`config.mk`:
```
export PLATFORM = sky130hd
export DESIGN_NAME = dma_burst_loader_flat
export DESIGN_NICKNAME = d
export VERILOG_FILES = /design/src/rtl/tpu_dma_pkg.sv /design/src/rtl/dma_burst_loader_if.sv /design/src/rtl/bram_addr_gen.sv /design/src/rtl/dma_burst_loader.sv /design/src/flat_wrapper.sv
export SDC_FILE = /design/constraint.sdc
export NUM_CORES = 1
export LEC_CHECK = 0
export BUFFER_PORTS_ARGS = -buffer_cell sky130_fd_sc_hd__buf_2
export CORE_UTILIZATION = 50
export DETAILED_ROUTE_END_ITERATION = 8
export HOLD_SLACK_MARGIN = 0.08
export PLACE_DENSITY = 0.72
export SLEW_MARGIN = 20
export SYNTH_ARGS = -nofsm -noshare
export SYNTH_HDL_FRONTEND = slang
export SYNTH_SLANG_ARGS = --single-unit
export TNS_END_PERCENT = 10
```
`constraint.sdc`:
```
create_clock -name clk -period 9.8 [get_ports clk]
set_input_delay 0.49 -clock clk [delete_from_list [all_inputs] [get_ports clk]]
set_output_delay 0.49 -clock clk [all_outputs]
set_load 0.05 [all_outputs]
```
`src/rtl/tpu_dma_pkg.sv`:
```
`default_nettype none
// ============================================================================
//  tpu_dma_pkg
//  Shared FSM encoding, DMA request field layout and size encodings.
//  Revision: 1.0
// ============================================================================
package tpu_dma_pkg;

    typedef enum logic [1:0] {
        S_IDLE = 2'd0,
        S_REQ  = 2'd1,
        S_DATA = 2'd2,
        S_DONE = 2'd3
    } state_t;

    localparam int c_ctrl_width = 67;
    localparam int c_idx_lsb    = 0;
    localparam int c_idx_width  = 32;
    localparam int c_len_lsb    = 32;
    localparam int c_len_width  = 32;
    localparam int c_size_lsb   = 64;
    localparam int c_size_width = 3;

    localparam logic [2:0] c_size_byte  = 3'b000;
    localparam logic [2:0] c_size_hword = 3'b001;
    localparam logic [2:0] c_size_word  = 3'b010;
    localparam logic [2:0] c_size_dword = 3'b011;

    function automatic logic [c_ctrl_width-1:0] pack_ctrl(
        input logic [c_size_width-1:0] size,
        input logic [c_len_width-1:0]  len,
        input logic [c_idx_width-1:0]  idx
    );
        return {size, len, idx};
    endfunction

endpackage
`default_nettype wire

```
`src/rtl/dma_burst_loader_if.sv`:
```
`default_nettype none
// ============================================================================
//  dma_burst_loader_if
//  DMA read control/channel handshakes plus the BRAM write port.
//  Revision: 1.0
// ============================================================================
interface dma_burst_loader_if #(
    parameter int DMA_DATA_WIDTH = 32,
    parameter int ADDR_WIDTH     = 5,
    parameter int BRAM_INDEX     = 1
);
    import tpu_dma_pkg::*;

    logic                             read_ctrl_valid;
    logic                             read_ctrl_ready;
    logic [c_ctrl_width-1:0]          read_ctrl_data;
    logic                             read_chnl_valid;
    logic                             read_chnl_ready;
    logic [DMA_DATA_WIDTH-1:0]        read_chnl_data;
    logic [BRAM_INDEX+ADDR_WIDTH-1:0] mem_addr;
    logic                             mem_data_valid;
    logic [DMA_DATA_WIDTH-1:0]        mem_data;

    modport master (
        output read_ctrl_valid, read_ctrl_data, read_chnl_ready,
               mem_addr, mem_data_valid, mem_data,
        input  read_ctrl_ready, read_chnl_valid, read_chnl_data
    );

    modport slave (
        input  read_ctrl_valid, read_ctrl_data, read_chnl_ready,
               mem_addr, mem_data_valid, mem_data,
        output read_ctrl_ready, read_chnl_valid, read_chnl_data
    );
endinterface
`default_nettype wire

```
`src/rtl/bram_addr_gen.sv`:
```
`default_nettype none
// ============================================================================
//  bram_addr_gen
//  Placement counters: interleaved round-robin or blocked segments per BRAM.
//  Revision: 1.0
// ============================================================================
module bram_addr_gen #(
    parameter int ADDR_WIDTH = 5,
    parameter int NUM_BRAMS  = 2,
    parameter int BRAM_INDEX = 1
) (
    input  wire logic                             clk,
    input  wire logic                             rst,
    input  wire logic                             clear,
    input  wire logic                             step,
    input  wire logic                             mode,
    input  wire logic [ADDR_WIDTH:0]              seg_len,
    output logic      [BRAM_INDEX+ADDR_WIDTH-1:0] addr
);
    localparam logic [ADDR_WIDTH:0]   c_full_seg = {1'b1, {ADDR_WIDTH{1'b0}}};
    localparam logic [BRAM_INDEX-1:0] c_last_sel = BRAM_INDEX'(NUM_BRAMS - 1);

    logic [BRAM_INDEX-1:0] r_bram_sel;
    logic [ADDR_WIDTH-1:0] r_wr_addr;
    logic [ADDR_WIDTH:0]   r_seg_cnt;
    logic [ADDR_WIDTH:0]   w_seg_eff;
    logic                  w_seg_end;

    // seg_cnt is tracked apart from wr_addr because segments longer than the
    // BRAM depth let wr_addr wrap before the segment ends.
    assign w_seg_eff = (seg_len == '0) ? c_full_seg : seg_len;
    assign w_seg_end = (r_seg_cnt == w_seg_eff - 1'b1);
    assign addr      = {r_bram_sel, r_wr_addr};

    always_ff @(posedge clk) begin
        if (rst || clear) begin
            r_bram_sel <= '0;
            r_wr_addr  <= '0;
            r_seg_cnt  <= '0;
        end else if (step) begin
            if (mode) begin
                if (w_seg_end) begin
                    r_seg_cnt  <= '0;
                    r_wr_addr  <= '0;
                    r_bram_sel <= r_bram_sel + 1'b1;
                end else begin
                    r_seg_cnt  <= r_seg_cnt + 1'b1;
                    r_wr_addr  <= r_wr_addr + 1'b1;
                end
            end else begin
                r_bram_sel <= r_bram_sel + 1'b1;
                if (r_bram_sel == c_last_sel) begin
                    r_wr_addr <= r_wr_addr + 1'b1;
                end
            end
        end
    end
endmodule
`default_nettype wire

```
`src/rtl/dma_burst_loader.sv`:
```
`default_nettype none
// ============================================================================
//  dma_burst_loader
//  Splits a block load into DMA read bursts and scatters beats over BRAMs.
//  Revision: 1.0
// ============================================================================
module dma_burst_loader
    import tpu_dma_pkg::*;
#(
    parameter int         DMA_DATA_WIDTH = 32,
    parameter int         ADDR_WIDTH     = 5,
    parameter int         NUM_BRAMS      = 2,
    parameter int         BRAM_INDEX     = 1,
    parameter int         MAX_BURST      = 16,
    parameter logic [2:0] DMA_SIZE       = c_size_word
) (
    input  wire logic                  clk,
    input  wire logic                  rst,
    input  wire logic                  start_load,
    input  wire logic [31:0]           cfg_base_index,
    input  wire logic [31:0]           cfg_length,
    input  wire logic                  cfg_mode,
    input  wire logic [ADDR_WIDTH:0]   cfg_seg_len,
    output logic                       busy,
    output logic                       done,
    dma_burst_loader_if.master         bus
);
    localparam logic [31:0] c_max_burst = 32'(MAX_BURST);

    state_t                           r_state;
    state_t                           w_next_state;
    logic [31:0]                      r_base;
    logic [31:0]                      r_remaining;
    logic [31:0]                      r_issued;
    logic [31:0]                      r_burst_len;
    logic [31:0]                      r_beat_cnt;
    logic                             r_mode;
    logic [ADDR_WIDTH:0]              r_seg_len;
    logic                             w_start;
    logic                             w_ctrl_fire;
    logic                             w_beat;
    logic                             w_last_beat;
    logic [31:0]                      w_req_len;
    logic [BRAM_INDEX+ADDR_WIDTH-1:0] w_addr;

    assign w_start     = (r_state == S_IDLE) && start_load;
    assign w_ctrl_fire = (r_state == S_REQ) && bus.read_ctrl_ready;
    assign w_beat      = (r_state == S_DATA) && bus.read_chnl_valid;
    assign w_last_beat = w_beat && (r_beat_cnt == r_burst_len - 32'd1);
    assign w_req_len   = (r_remaining > c_max_burst) ? c_max_burst : r_remaining;

    always_ff @(posedge clk) begin
        if (rst) begin
            r_state <= S_IDLE;
        end else begin
            r_state <= w_next_state;
        end
    end

    always_comb begin
        w_next_state        = r_state;
        busy                = 1'b0;
        done                = 1'b0;
        bus.read_ctrl_valid = 1'b0;
        bus.read_ctrl_data  = '0;
        bus.read_chnl_ready = 1'b0;
        bus.mem_data_valid  = 1'b0;
        bus.mem_data        = {DMA_DATA_WIDTH{1'b0}};
        bus.mem_addr        = {(BRAM_INDEX + ADDR_WIDTH){1'b0}};
        case (r_state)
            S_IDLE: begin
                if (start_load) begin
                    w_next_state = (cfg_length == 32'd0) ? S_DONE : S_REQ;
                end
            end
            S_REQ: begin
                busy                = 1'b1;
                bus.read_ctrl_valid = 1'b1;
                bus.read_ctrl_data  = pack_ctrl(DMA_SIZE, w_req_len, r_base + r_issued);
                if (bus.read_ctrl_ready) begin
                    w_next_state = S_DATA;
                end
            end
            S_DATA: begin
                busy                = 1'b1;
                bus.read_chnl_ready = 1'b1;
                if (bus.read_chnl_valid) begin
                    bus.mem_data_valid = 1'b1;
                    bus.mem_data       = bus.read_chnl_data;
                    bus.mem_addr       = w_addr;
                end
                if (w_last_beat) begin
                    w_next_state = (r_remaining == 32'd1) ? S_DONE : S_REQ;
                end
            end
            S_DONE: begin
                done         = 1'b1;
                w_next_state = S_IDLE;
            end
            default: w_next_state = S_IDLE;
        endcase
    end

    // Configuration is captured once; later cfg_* activity never reaches the datapath.
    always_ff @(posedge clk) begin
        if (rst) begin
            r_base      <= '0;
            r_remaining <= '0;
            r_issued    <= '0;
            r_burst_len <= '0;
            r_beat_cnt  <= '0;
            r_mode      <= 1'b0;
            r_seg_len   <= '0;
        end else begin
            if (w_start) begin
                r_base      <= cfg_base_index;
                r_remaining <= cfg_length;
                r_issued    <= '0;
                r_burst_len <= '0;
                r_beat_cnt  <= '0;
                r_mode      <= cfg_mode;
                r_seg_len   <= cfg_seg_len;
            end
            if (w_ctrl_fire) begin
                r_burst_len <= w_req_len;
                r_issued    <= r_issued + w_req_len;
                r_beat_cnt  <= '0;
            end
            if (w_beat) begin
                r_beat_cnt  <= r_beat_cnt + 32'd1;
                r_remaining <= r_remaining - 32'd1;
            end
        end
    end

    bram_addr_gen #(
        .ADDR_WIDTH (ADDR_WIDTH),
        .NUM_BRAMS  (NUM_BRAMS),
        .BRAM_INDEX (BRAM_INDEX)
    ) u_addr_gen (
        .clk     (clk),
        .rst     (rst),
        .clear   (w_start),
        .step    (w_beat),
        .mode    (r_mode),
        .seg_len (r_seg_len),
        .addr    (w_addr)
    );
endmodule
`default_nettype wire

```
`src/flat_wrapper.sv`:
```
// flat-port wrapper written by rule: the top's interface ports become plain ports
module dma_burst_loader_flat import tpu_dma_pkg::*;
#(
    parameter int         DMA_DATA_WIDTH = 32,
    parameter int         ADDR_WIDTH     = 5,
    parameter int         NUM_BRAMS      = 2,
    parameter int         BRAM_INDEX     = 1,
    parameter int         MAX_BURST      = 16,
    parameter logic [2:0] DMA_SIZE       = c_size_word
)
  (clk, rst, start_load, cfg_base_index, cfg_length, cfg_mode, cfg_seg_len, busy, done, bus_read_ctrl_valid, bus_read_ctrl_data, bus_read_chnl_ready, bus_mem_addr, bus_mem_data_valid, bus_mem_data, bus_read_ctrl_ready, bus_read_chnl_valid, bus_read_chnl_data);
  dma_burst_loader_if #(.DMA_DATA_WIDTH(DMA_DATA_WIDTH), .ADDR_WIDTH(ADDR_WIDTH), .BRAM_INDEX(BRAM_INDEX)) bus_i ();
  input  wire logic clk;
  input  wire logic rst;
  input  wire logic start_load;
  input  wire logic [31:0] cfg_base_index;
  input  wire logic [31:0] cfg_length;
  input  wire logic cfg_mode;
  input  wire logic [ADDR_WIDTH:0] cfg_seg_len;
  output logic busy;
  output logic done;
  output wire logic [$bits(bus_i.read_ctrl_valid)-1:0] bus_read_ctrl_valid;
  output wire logic [$bits(bus_i.read_ctrl_data)-1:0] bus_read_ctrl_data;
  output wire logic [$bits(bus_i.read_chnl_ready)-1:0] bus_read_chnl_ready;
  output wire logic [$bits(bus_i.mem_addr)-1:0] bus_mem_addr;
  output wire logic [$bits(bus_i.mem_data_valid)-1:0] bus_mem_data_valid;
  output wire logic [$bits(bus_i.mem_data)-1:0] bus_mem_data;
  input wire logic [$bits(bus_i.read_ctrl_ready)-1:0] bus_read_ctrl_ready;
  input wire logic [$bits(bus_i.read_chnl_valid)-1:0] bus_read_chnl_valid;
  input wire logic [$bits(bus_i.read_chnl_data)-1:0] bus_read_chnl_data;
  assign bus_read_ctrl_valid = bus_i.read_ctrl_valid;
  assign bus_read_ctrl_data = bus_i.read_ctrl_data;
  assign bus_read_chnl_ready = bus_i.read_chnl_ready;
  assign bus_mem_addr = bus_i.mem_addr;
  assign bus_mem_data_valid = bus_i.mem_data_valid;
  assign bus_mem_data = bus_i.mem_data;
  assign bus_i.read_ctrl_ready = bus_read_ctrl_ready;
  assign bus_i.read_chnl_valid = bus_read_chnl_valid;
  assign bus_i.read_chnl_data = bus_read_chnl_data;
  dma_burst_loader #(.DMA_DATA_WIDTH(DMA_DATA_WIDTH), .ADDR_WIDTH(ADDR_WIDTH), .NUM_BRAMS(NUM_BRAMS), .BRAM_INDEX(BRAM_INDEX), .MAX_BURST(MAX_BURST), .DMA_SIZE(DMA_SIZE)) u_core (.clk(clk), .rst(rst), .start_load(start_load), .cfg_base_index(cfg_base_index), .cfg_length(cfg_length), .cfg_mode(cfg_mode), .cfg_seg_len(cfg_seg_len), .busy(busy), .done(done), .bus(bus_i));
endmodule
```
# ---- Word-level counts from Yosys, hierarchy flattened
# Cells that the tools add are included.
dict set report word_totals {
  ff_bits 181
  latchBits 0
  ramBits 0
  rom_bits 0
  in_bits 108
  memories 0
}
dict set report op_classes {
  n_addsub 9
  mul 0
  div 0
  magnitude_cmp 1
  eq_ne 10
  shift 0
  n_mux 32
  bitwise 0
  reduce_logical 17
}
# cell count
set op_table {}
lappend op_table {{$mux W32} 10}
lappend op_table {{$mux W66} 1}
lappend op_table {{$add A32 B32 Y32} 2}
lappend op_table {{$sub A32 B1 Y32 const B} 2}
lappend op_table {{$add A32 B1 Y32 const B} 1}
lappend op_table {{$eq A32 B1 Y1 const B} 1}
lappend op_table {{$eq A32 B32 Y1} 1}
lappend op_table {{$gt A32 B5 Y1 const B} 1}
lappend op_table {{$logic_not A32 Y1} 1}
lappend op_table {{$mux W6} 4}
lappend op_table {{$mux W5} 3}
lappend op_table {{$mux W2} 5}
lappend op_table {{$mux W1} 8}
lappend op_table {{$pmux W2 S4} 1}
lappend op_table {{$add A6 B1 Y6 const B} 1}
lappend op_table {{$eq A6 B6 Y1} 1}
lappend op_table {{$logic_not A6 Y1} 1}
lappend op_table {{$ne A2 B2 Y1 const B} 3}
lappend op_table {{$reduce_and A2 Y1} 3}
lappend op_table {{$reduce_bool A2 Y1} 3}
lappend op_table {{$sub A6 B1 Y6 const B} 1}
lappend op_table {{$add A5 B1 Y5 const B} 1}
lappend op_table {{$eq A2 B2 Y1 const B} 2}
lappend op_table {{$logic_and A1 B1 Y1} 4}
lappend op_table {{other kinds (8)} 8}

# ---- Logic depth before layout (Yosys ltp)
# Gate-level depths: netlist of run 1.
dict set report logic_depth {
  depth_word 6
  ltp_mapped 20
  ltp_nobuf 19
}

# ---- Cells and area by module
# From an unflattened synthesis of run 1, not the netlist that was laid out.
dict set report hier_totals {
  cells_unflattened 1587
  area_unflattened_um2 12132.9
}
# module n_inst cells_each area_each_um2 seq_area_each_um2
set by_module_without_submodules {}
lappend by_module_without_submodules {dma_burst_loader 1 1493 11318.4 3383.2}
lappend by_module_without_submodules {bram_addr_gen 1 94 814.5 240.2}

# ---- Least setup slack after synthesis of run 1
# OpenSTA, ideal clock, no wires.
dict set report synth_path {
  path_type {register to register}
  startpoint {register u_core.r_remaining[16]}
  endpoint {register u_core.r_issued[25]}
  arrival_ns 4.677
  t_required_ns 9.730
  setup_slack_ns 5.052
  path_stages_with_launch 20
  n_path_buf 1
  synth_period_minus_slack_ns 4.748
  path_cell_list {dfxtp_1 > nor4_4 > nand2_2 > nor3_4 > nand2_2 > or4_4 > or4_4 > a21oi_4 > buf_6 > and2_1 > ha_1 > a21o_1 > a21o_1 > a2111oi_0 > o41ai_2 > a31o_2 > a31oi_1 > xnor2_1 > nand2_1 > a21oi_1}
}
dict set report synth_via {
  elab_chain_cells 4
}
# element line_no
set synth_rtl {}
lappend synth_rtl {{start: declaration} dma_burst_loader.sv:33} ;# logic [31:0] r_remaining;
lappend synth_rtl {{start signal: assignment} dma_burst_loader.sv:117} ;# r_remaining <= cfg_length;
lappend synth_rtl {{start signal: assignment} dma_burst_loader.sv:131} ;# r_remaining <= r_remaining - 32'd1;
lappend synth_rtl {{$gt A32 B5 Y1} dma_burst_loader.sv:50} ;# assign w_req_len = (r_remaining > c_max_burst) ? c_max_burst : r_remaining;
lappend synth_rtl {{$mux W32 (*)} dma_burst_loader.sv:50}
lappend synth_rtl {{$add A32 B32 Y32 (*)} dma_burst_loader.sv:126} ;# r_issued <= r_issued + w_req_len;
lappend synth_rtl {{$mux W32 (*)} dma_burst_loader.sv:124} ;# if (w_ctrl_fire) begin
lappend synth_rtl {{end signal: assignment} dma_burst_loader.sv:126}
lappend synth_rtl {{end: declaration} dma_burst_loader.sv:34} ;# logic [31:0] r_issued;
# Mark *: on every way between the ends. The rest lies on a longest branch, timed or not.
# A chain may end at the register's enable or synchronous reset.

# ---- Worst setup path in the final report of run 1
dict set report layout_path {
  startpoint {register u_core.r_remaining[16]}
  endpoint {register u_core.r_issued[31]}
}
# The elaborated chain is that of the path after synthesis.

==> reports/results.tsv, run 1 <==
stage	metric	value	unit
detailed_routing	DR vias	11500	
synth	Post-Syn Area per Cell	7.68	sq um
floorplanning	initial core utilization	0.516	
detailed_routing	total routed wirelength	31.1	mm
grt	largest net degree at the start of global routing	71	
floorplanning	num ports	218	
final_layout	n_diodes	0	
final_layout	sequential cell area	3620	sq um
final_layout	Fillers	2192	
setup_path	worst reg2reg setup slack	4.29	ns
synth	Post-synth ARST share	0	
synth	Main synth FF type	dfxtp_1	
final_layout	commonest non-fill, non-tap cells in the layout	nand2_1, buf_2, dfxtp_1, nor2_1, a21oi_1	
min_path	worst hold path type	input pin to register	
floorplanning	Die Footprint	24300	sq um
detailed_routing	WL per Instance	15.5	um
setup_path	Reg-to-Reg Start	u_core.r_remaining[16]	
detailed_routing	Vias/cell	5.73	
placement	Final HPWL DP	22.0	mm
setup_path	Setup crit end kind	register	
grt	first-pass GRT wire length	50.7	mm
final_layout	multi-input logic area	7720	sq um
sta	Fmax	0.181	GHz
sta	max-slew violations	0	
synth	Synth cell types	80	
setup_path	Setup CP Type	register to register	
sta	Finish-stage setup viols	0	
pwr	Leakage	0.00603	uW
sta	Setup Skew	0.0118	ns
synth	Mapped Area	11800	sq um
synth	Synth Warn #	0	
setup_path	Crit path largest cell delay	0.92	ns
clock_tree	clk slew on worst S/H paths	0.07	ns
synth	Post-synth EDFFs	0	
setup_path	critical path arrival	5.86	ns
clock_tree	H-tree levels	4	
run_status	status	finished, final reports clean	
synth	leading area contributor after synthesis	dfxtp_1	
pwr	PD cells	153	nW/um^2
setup_path	reg-to-reg critical path endpoint	u_core.r_issued[31]	
sta	min cycle time layout	5.51	ns
placement	Placed Instances	1979	
clock_tree	clock sink total	181	
setup_path	CP Buf/Inv Count	0	
floorplanning	die height	156	um
clock_tree	clk_lat worst skew	0.43	ns
floorplanning	Core ar.	22900	sq um
grt	GRT Overall Usage	0.254	
detailed_routing	remaining antenna violation count after routing	0	
synth	Area contributors post-synth	dfxtp_1, ha_1, a21oi_1	
placement	gpl congestion	0.877	
setup_path	worst-path fanout max	12	
sta	Slew headroom	0.299	
setup_path	Data required, critical path	10.14	ns
flow_run	max-cap viol count	0	
sta	Final Hold Violating Endpoints	0	
min_path	Hold Path Depth	3	
sta	RSZ-0062 raised after global routing	false	
floorplanning	die width	156	um
setup_path	CP cell instances	nor4_4 -> nand2_2 -> nor3_4 -> nand2_2 -> or4_4 -> or4_4 -> a21oi_4 -> and2_1 -> ha_1 -> a21o_1 -> a21o_1 -> a2111oi_0 -> o41ai_2 -> a31oi_1 -> o21ai_1 -> a31oi_1 -> a21oi_1 -> o21ai_0	
placement	Port Buffers	188	
grt	grt ovf	0	
detailed_routing	drt initial violations	864	
synth	Gate Count Post-Synth	1540	
clock_tree	root buffer cell	clkbuf_16	
synth	Yosys top cell area share	0.306	
final_layout	layout cells sized above 1	0.155	
sta	crit share post-route	0.563	
setup_path	delay-heaviest family, CP	compound AO/OA/AOI/OAI gates	
detailed_routing	drc violations	0	
final_layout	Area growth syn-to-layout	13.8	%
setup_path	r2r worst-path depth	18	
synth	Seq/Total Area, Yosys	0.306	
setup_path	crit path launch type	register	
grt	vias in the first global route	10500	
clock_tree	Post-CTS Setup Inserts	0	
pwr	peak supply drop	119	uV
final_layout	Nets	1857	
setup_path	CP max-delay cell	a2111oi_0	
min_path	Worst Hold End	u_core.r_base[9]	
detailed_routing	Pre-antenna DRT Iters	7	
sta	Slew @ Worst Pin	1.02	ns
sta	Setup TNS Final	0	ns
min_path	min-delay src	cfg_base_index[9]	
final_layout	Post-Layout Cell Count	2010	
clock_tree	hold_buf cts	0	
floorplanning	row count	55	
clock_tree	number of buffers created by CTS	17	
grt	antenna violations before repair	0	
clock_tree	clock buffer depth	2	
synth	synthesis-stage register bit count	181	
clock_tree	CTS tree	yes	
clock_tree	# resized after CTS	0	
==> synthesized netlist by cell type (4+ instances only) <==
library cell / count
buf_2: 7
o21a_1: 10
o211ai_1: 16
a211oi_1: 13
and3_1: 63
ha_1: 62
a31oi_1: 13
nand2b_1: 18
buf_4: 30
a211o_1: 5
or2_2: 11
and4_1: 6
nand2_1: 188
dfxtp_1: 181
xnor2_1: 39
and2_1: 44
o41ai_1: 4
a21o_1: 23
nor2_1: 164
a41oi_1: 5
o31a_1: 5
a311oi_1: 11
o21ai_0: 60
o21bai_1: 10
o311ai_0: 4
xor2_1: 51
nor3_1: 38
mux2_2: 4
o31ai_1: 6
nor4_1: 22
clkbuf_1: 66
nand3_1: 40
a21oi_1: 147
a221oi_1: 6
nand3b_1: 7
buf_1: 4
or3_1: 8
nor2b_1: 9
a22oi_1: 21
mux2i_1: 7
a31o_2: 4
a32oi_1: 5
nand4_1: 20
inv_1: 24
or4_1: 7
==> power by group <==
group,switching [uW],internal [uW],total [uW]
logic,356,154,510
registers,40.0,774,814
clock network,302,435,737
total,699,1360,2060
==> state kept, by name (all words and copies together) (netlist names), 5 cells and up <==
signal,flops
u_core.r_seg_len,6
u_core.r_issued,32
u_core.u_addr_gen.r_wr_addr,5
u_core.r_remaining,32
u_core.u_addr_gen.r_seg_cnt,6
u_core.r_beat_cnt,32
u_core.r_burst_len,32
u_core.r_base,32
==> worst reg2reg max path, cell delays in order (launching register included) <==
cell and delay [ns]:
dfxtp_1 0.36, nor4_4 0.37, nand2_2 0.14, nor3_4 0.22
nand2_2 0.09, or4_4 0.54, or4_4 0.45, a21oi_4 0.27
and2_1 0.22, ha_1 0.24, a21o_1 0.16, a21o_1 0.21
a2111oi_0 0.92, o41ai_2 0.27, a31oi_1 0.28, o21ai_1 0.14
a31oi_1 0.25, a21oi_1 0.10, o21ai_0 0.18
==> worst max path at each step <==
| stage | startpoint | endpoint | slack, ns | cells after the start |
|---|---|---|---|---|
| after floorplan | u_core.r_remaining[16] | u_core.r_issued[25] | 5.05 | 19 |
| after global placement | u_core.r_remaining[16] | u_core.r_issued[31] | 4.56 | 18 |
| after detailed placement | u_core.r_remaining[16] | u_core.r_issued[31] | 4.43 | 18 |
| after CTS | u_core.r_remaining[16] | u_core.r_issued[31] | 4.32 | 18 |
| after global routing | u_core.r_remaining[16] | u_core.r_issued[31] | 3.98 | 18 |
| final | u_core.r_remaining[16] | u_core.r_issued[31] | 4.29 | 18 |
==> stage by stage <==
step           hold slack (ns)  total power (uW)  utilization  worst slack, ns  instance area, sq um
3_5_place_dp             0.453              1330        0.560             4.43                 12800
4_1_cts                  0.273              2070        0.587             4.32                 13500
3_3_place_gp             0.446              1320        0.560             4.56                 12800
6_report                 0.288              2060        0.587             4.29                 13500
5_1_grt                  0.292              2150        0.587             3.98                 13500
2_1_floorplan            0.440              1210            -             5.05                 12000
==> routing by layer <==
layer	part of all wire	global-route usage	wire length, um
met4	0.019	0.0770	598
met1	0.47	0.336	14500
met5	0	0	0
met2	0.46	0.420	14400
met3	0.052	0.0431	1610
==> area by class of cell <==
type / count / area share
clock buffer: 20 / 0.0332
clock inverter: 11 / 0.0130
inverter: 26 / 0.00725
multi-input combinational: 1264 / 0.574
sequential: 181 / 0.269
tap: 313 / 0.0291
timing repair buffer: 195 / 0.0740
==> cells by family after synthesis <==
logic type | share of synthesized area
AND/OR/NAND/NOR | 0.281
AO/OA/AOI/OAI | 0.213
flip-flops | 0.306
buffers and inverters | 0.0534
XOR/XNOR | 0.0667
adder cells (fa/ha/maj) | 0.0690
multiplexers | 0.00973
other | 0.000317
(Power assumes the default switching activity.)
==> run 2: changes to the inputs <==
--- a/config.mk
+++ b/config.mk
@@ -5,11 +5,12 @@
 export SDC_FILE = /design/constraint.sdc
 export NUM_CORES = 1
 export LEC_CHECK = 0
+export ABC_AREA = 1
 export BUFFER_PORTS_ARGS = -buffer_cell sky130_fd_sc_hd__buf_2
 export CORE_UTILIZATION = 50
 export DETAILED_ROUTE_END_ITERATION = 8
 export HOLD_SLACK_MARGIN = 0.08
-export PLACE_DENSITY = 0.72
+export PLACE_DENSITY = 0.71
 export SLEW_MARGIN = 20
 export SYNTH_ARGS = -nofsm -noshare
 export SYNTH_HDL_FRONTEND = slang
==> constraint.sdc (replaced) <==
create_clock -name clk -period 5.6 [get_ports clk]
set_input_delay 0.28 -clock clk [delete_from_list [all_inputs] [get_ports clk]]
set_output_delay 0.28 -clock clk [all_outputs]
set_load 0.05 [all_outputs]
==> run 2 against run 1 <==
Net effect:
- worst setup slack worse by 2.3 ns
- critical path depth up 5
- register-to-register slack worse by 2.3 ns
- critical path type unchanged
- critical endpoint is now u_core.r_issued[18]
==> reports/results.tsv, run 2 <==
stage	metric	value	unit
min_path	min-delay src	cfg_base_index[24]	
clock_tree	number of buffers created by CTS	17	
placement	Port Buffers	188	
detailed_routing	drc violations	0	
clock_tree	clock buffer depth	2	
final_layout	Final Util	0.584	
synth	Post-synth top cells	nand2_1, nor2_1, inv_1, a21oi_1, dfxtp_1	
floorplanning	Core ar.	25500	sq um
sta	Final Hold Violating Endpoints	0	
setup_path	Data required, critical path	5.90	ns
grt	GRT Overall Usage	0.282	
grt	antenna violations before repair	0	
min_path	worst hold path type	input pin to register	
detailed_routing	remaining antenna violation count after routing	0	
sta	Setup TNS Final	0	ns
run_status	status	finished, final reports clean	
grt	largest net degree at the start of global routing	68	
clock_tree	clk_lat worst skew	0.45	ns
clock_tree	clock sink total	181	
final_layout	commonest non-fill, non-tap cell in the layout	nand2_1	
sta	Slew @ Worst Pin	1.06	ns
synth	Main synth FF type	dfxtp_1	
sta	max-slew violations	0	
synth	Post-synth ARST share	0	
sta	Setup Skew	0.0131	ns
floorplanning	die height	164	um
pwr	Leakage	0.00701	uW
synth	Yosys top cell area share	0.276	
sta	Hold WS	0.0859	ns
final_layout	multi-input logic area	8160	sq um
final_layout	design area	14900	sq um
grt	vias in the first global route	12600	
synth	Post-synth EDFFs	0	
sta	min cycle time layout	3.62	ns
sta	smallest setup slack after layout	1.98	ns
sta	Slew headroom	0.292	
clock_tree	root buffer cell	clkbuf_16	
grt	grt ovf	0	
detailed_routing	drt initial violations	1006	
sta	Fmax	0.276	GHz
setup_path	worst-path fanout max	8	
synth	Gate Count Post-Synth	2064	
detailed_routing	WL per Instance	14.5	um
placement	DP Area	14200	sq um
setup_path	crit path launch type	register	
detailed_routing	total routed wirelength	37.3	mm
final_layout	Nets	2406	
setup_path	Setup CP Type	register to register	
placement	Final HPWL DP	28.7	mm
final_layout	Area growth syn-to-layout	13.4	%
synth	synthesis-stage register bit count	181	
setup_path	Setup crit end kind	register	
final_layout	n_diodes	0	
clock_tree	# resized after CTS	0	
floorplanning	Die Footprint	26900	sq um
pwr	PD cells	360	nW/um^2
synth	most common cell in the netlist	nand2_1	
detailed_routing	Pre-antenna DRT Iters	5	
floorplanning	num ports	218	
pwr	peak supply drop	231	uV
sta	crit share post-route	0.646	
synth	Post-Syn Area per Cell	6.36	sq um
sta	Finish-stage setup viols	0	
synth	Mapped Area	13100	sq um
floorplanning	initial core utilization	0.515	
placement	Place WS	2.05	ns
setup_path	Reg-to-Reg Start	u_core.r_remaining[14]	
synth	Synth Warn #	0	
setup_path	r2r worst-path depth	23	
setup_path	Setup crit start	u_core.r_remaining[14]	
synth	Seq/Total Area, Yosys	0.276	
synth	Area contributors post-synth	dfxtp_1, nand2_1, nor2_1	
detailed_routing	DR vias	13800	
floorplanning	row count	58	
synth	Synth cell types	56	
synth	leading area contributor after synthesis	dfxtp_1	
setup_path	critical path arrival	3.92	ns
floorplanning	die width	164	um
min_path	Hold Path Depth	3	
final_layout	layout cells sized above 1	0.132	
final_layout	Fillers	2517	
grt	first-pass GRT wire length	60.7	mm
clock_tree	CTS tree	yes	
flow_run	max-cap viol count	0	
clock_tree	H-tree levels	4	
final_layout	commonest non-fill, non-tap cells in the layout	nand2_1, nor2_1, inv_1, a21oi_1, buf_2	
detailed_routing	Vias/cell	5.37	
final_layout	sequential cell area	3620	sq um
clock_tree	clk slew on worst S/H paths	0.08	ns
placement	gpl congestion	0.937	
sta	RSZ-0062 raised after global routing	false	
==> run 2: cell types whose count changed after synthesis, sizes merged, moves of 19 or more <==
cell,change
inv,+246
and3,-63
and2,-43
o21ai,+79
a21oi,+40
nor3,+33
clkbuf,-20
a21o,-19
nand3,+52
nor2,+166
nand2,+218
==> run 2: metal layers <==
metal  up-vias  global-route usage  wire [um]
li1       7057                   -          -
met1      6223               0.376      17400
met2       495               0.462      16400
met3        62              0.0485       2620
met4         0              0.0880        842
met5         -                   0          0
==> run 2: timing repair <==
item	4_1_cts	5_1_grt
buffers inserted	0	0
hold buffers	5	0
hold endpoints to repair	5	0
==> run 2: final cells by class <==
type	count	area share
clock inverters	14	0.0114
flip-flops and latches	181	0.244
clock buffers	18	0.0288
multi-input cells	1560	0.549
well taps	330	0.0277
repair buffers	201	0.0708
inverters	273	0.0690
==> run 2: path summary, 6_finish.rpt <==
path	endpoint	slack, ns
setup reg to reg	u_core.r_issued[18]	1.98
hold reg to reg	u_core.r_burst_len[31]	0.46
hold / removal	u_core.r_base[24]	0.09
setup / recovery	u_core.r_issued[18]	1.98
==> run 2: cells by family (layout without fill, tap and decap cells) <==
family / count (synthesis) / after routing / share of synthesized area
compound gates: 412 / 412 / 0.174
xor+xnor: 72 / 72 / 0.0481
fa+ha+maj: 64 / 64 / 0.0622
buf+inv: 362 / 506 / 0.113
flops: 181 / 181 / 0.276
other cells: 1 / 40 / 0.000286
simple gates: 972 / 972 / 0.326
==> run 2: where the power goes <==
part | total (uW) | switching [uW] | internal, uW
Sequential | 1630 | 169 | 1460
Clock | 1240 | 570 | 673
Combinational | 2480 | 1770 | 711
==> run 2: critical path: stages, from the launching register on <==
cell     delay [ns]
dfxtp_1        0.37
or2_2          0.35
nor3_1         0.13
nand2_1        0.08
inv_1          0.10
nand3_1        0.08
inv_1          0.07
nand2_1        0.17
nor2_1         0.20
ha_1           0.22
fa_1           0.22
nand3_1        0.09
nand2_1        0.12
nand3_1        0.08
nand2_1        0.10
nand3_1        0.12
nor2_1         0.21
inv_1          0.08
nor2_1         0.19
inv_1          0.10
o21ai_1        0.15
a21oi_1        0.08
o21ai_0        0.08
a21oi_1        0.08
==> run 2: through the flow <==
step / instances / total power, uW
finish: 2577 / 5350
CTS: 2577 / 5360
detailed placement: 2540 / 4110
floorplan: 2103 / 3550
global placement: 2540 / 4070
global route: 2577 / 5720
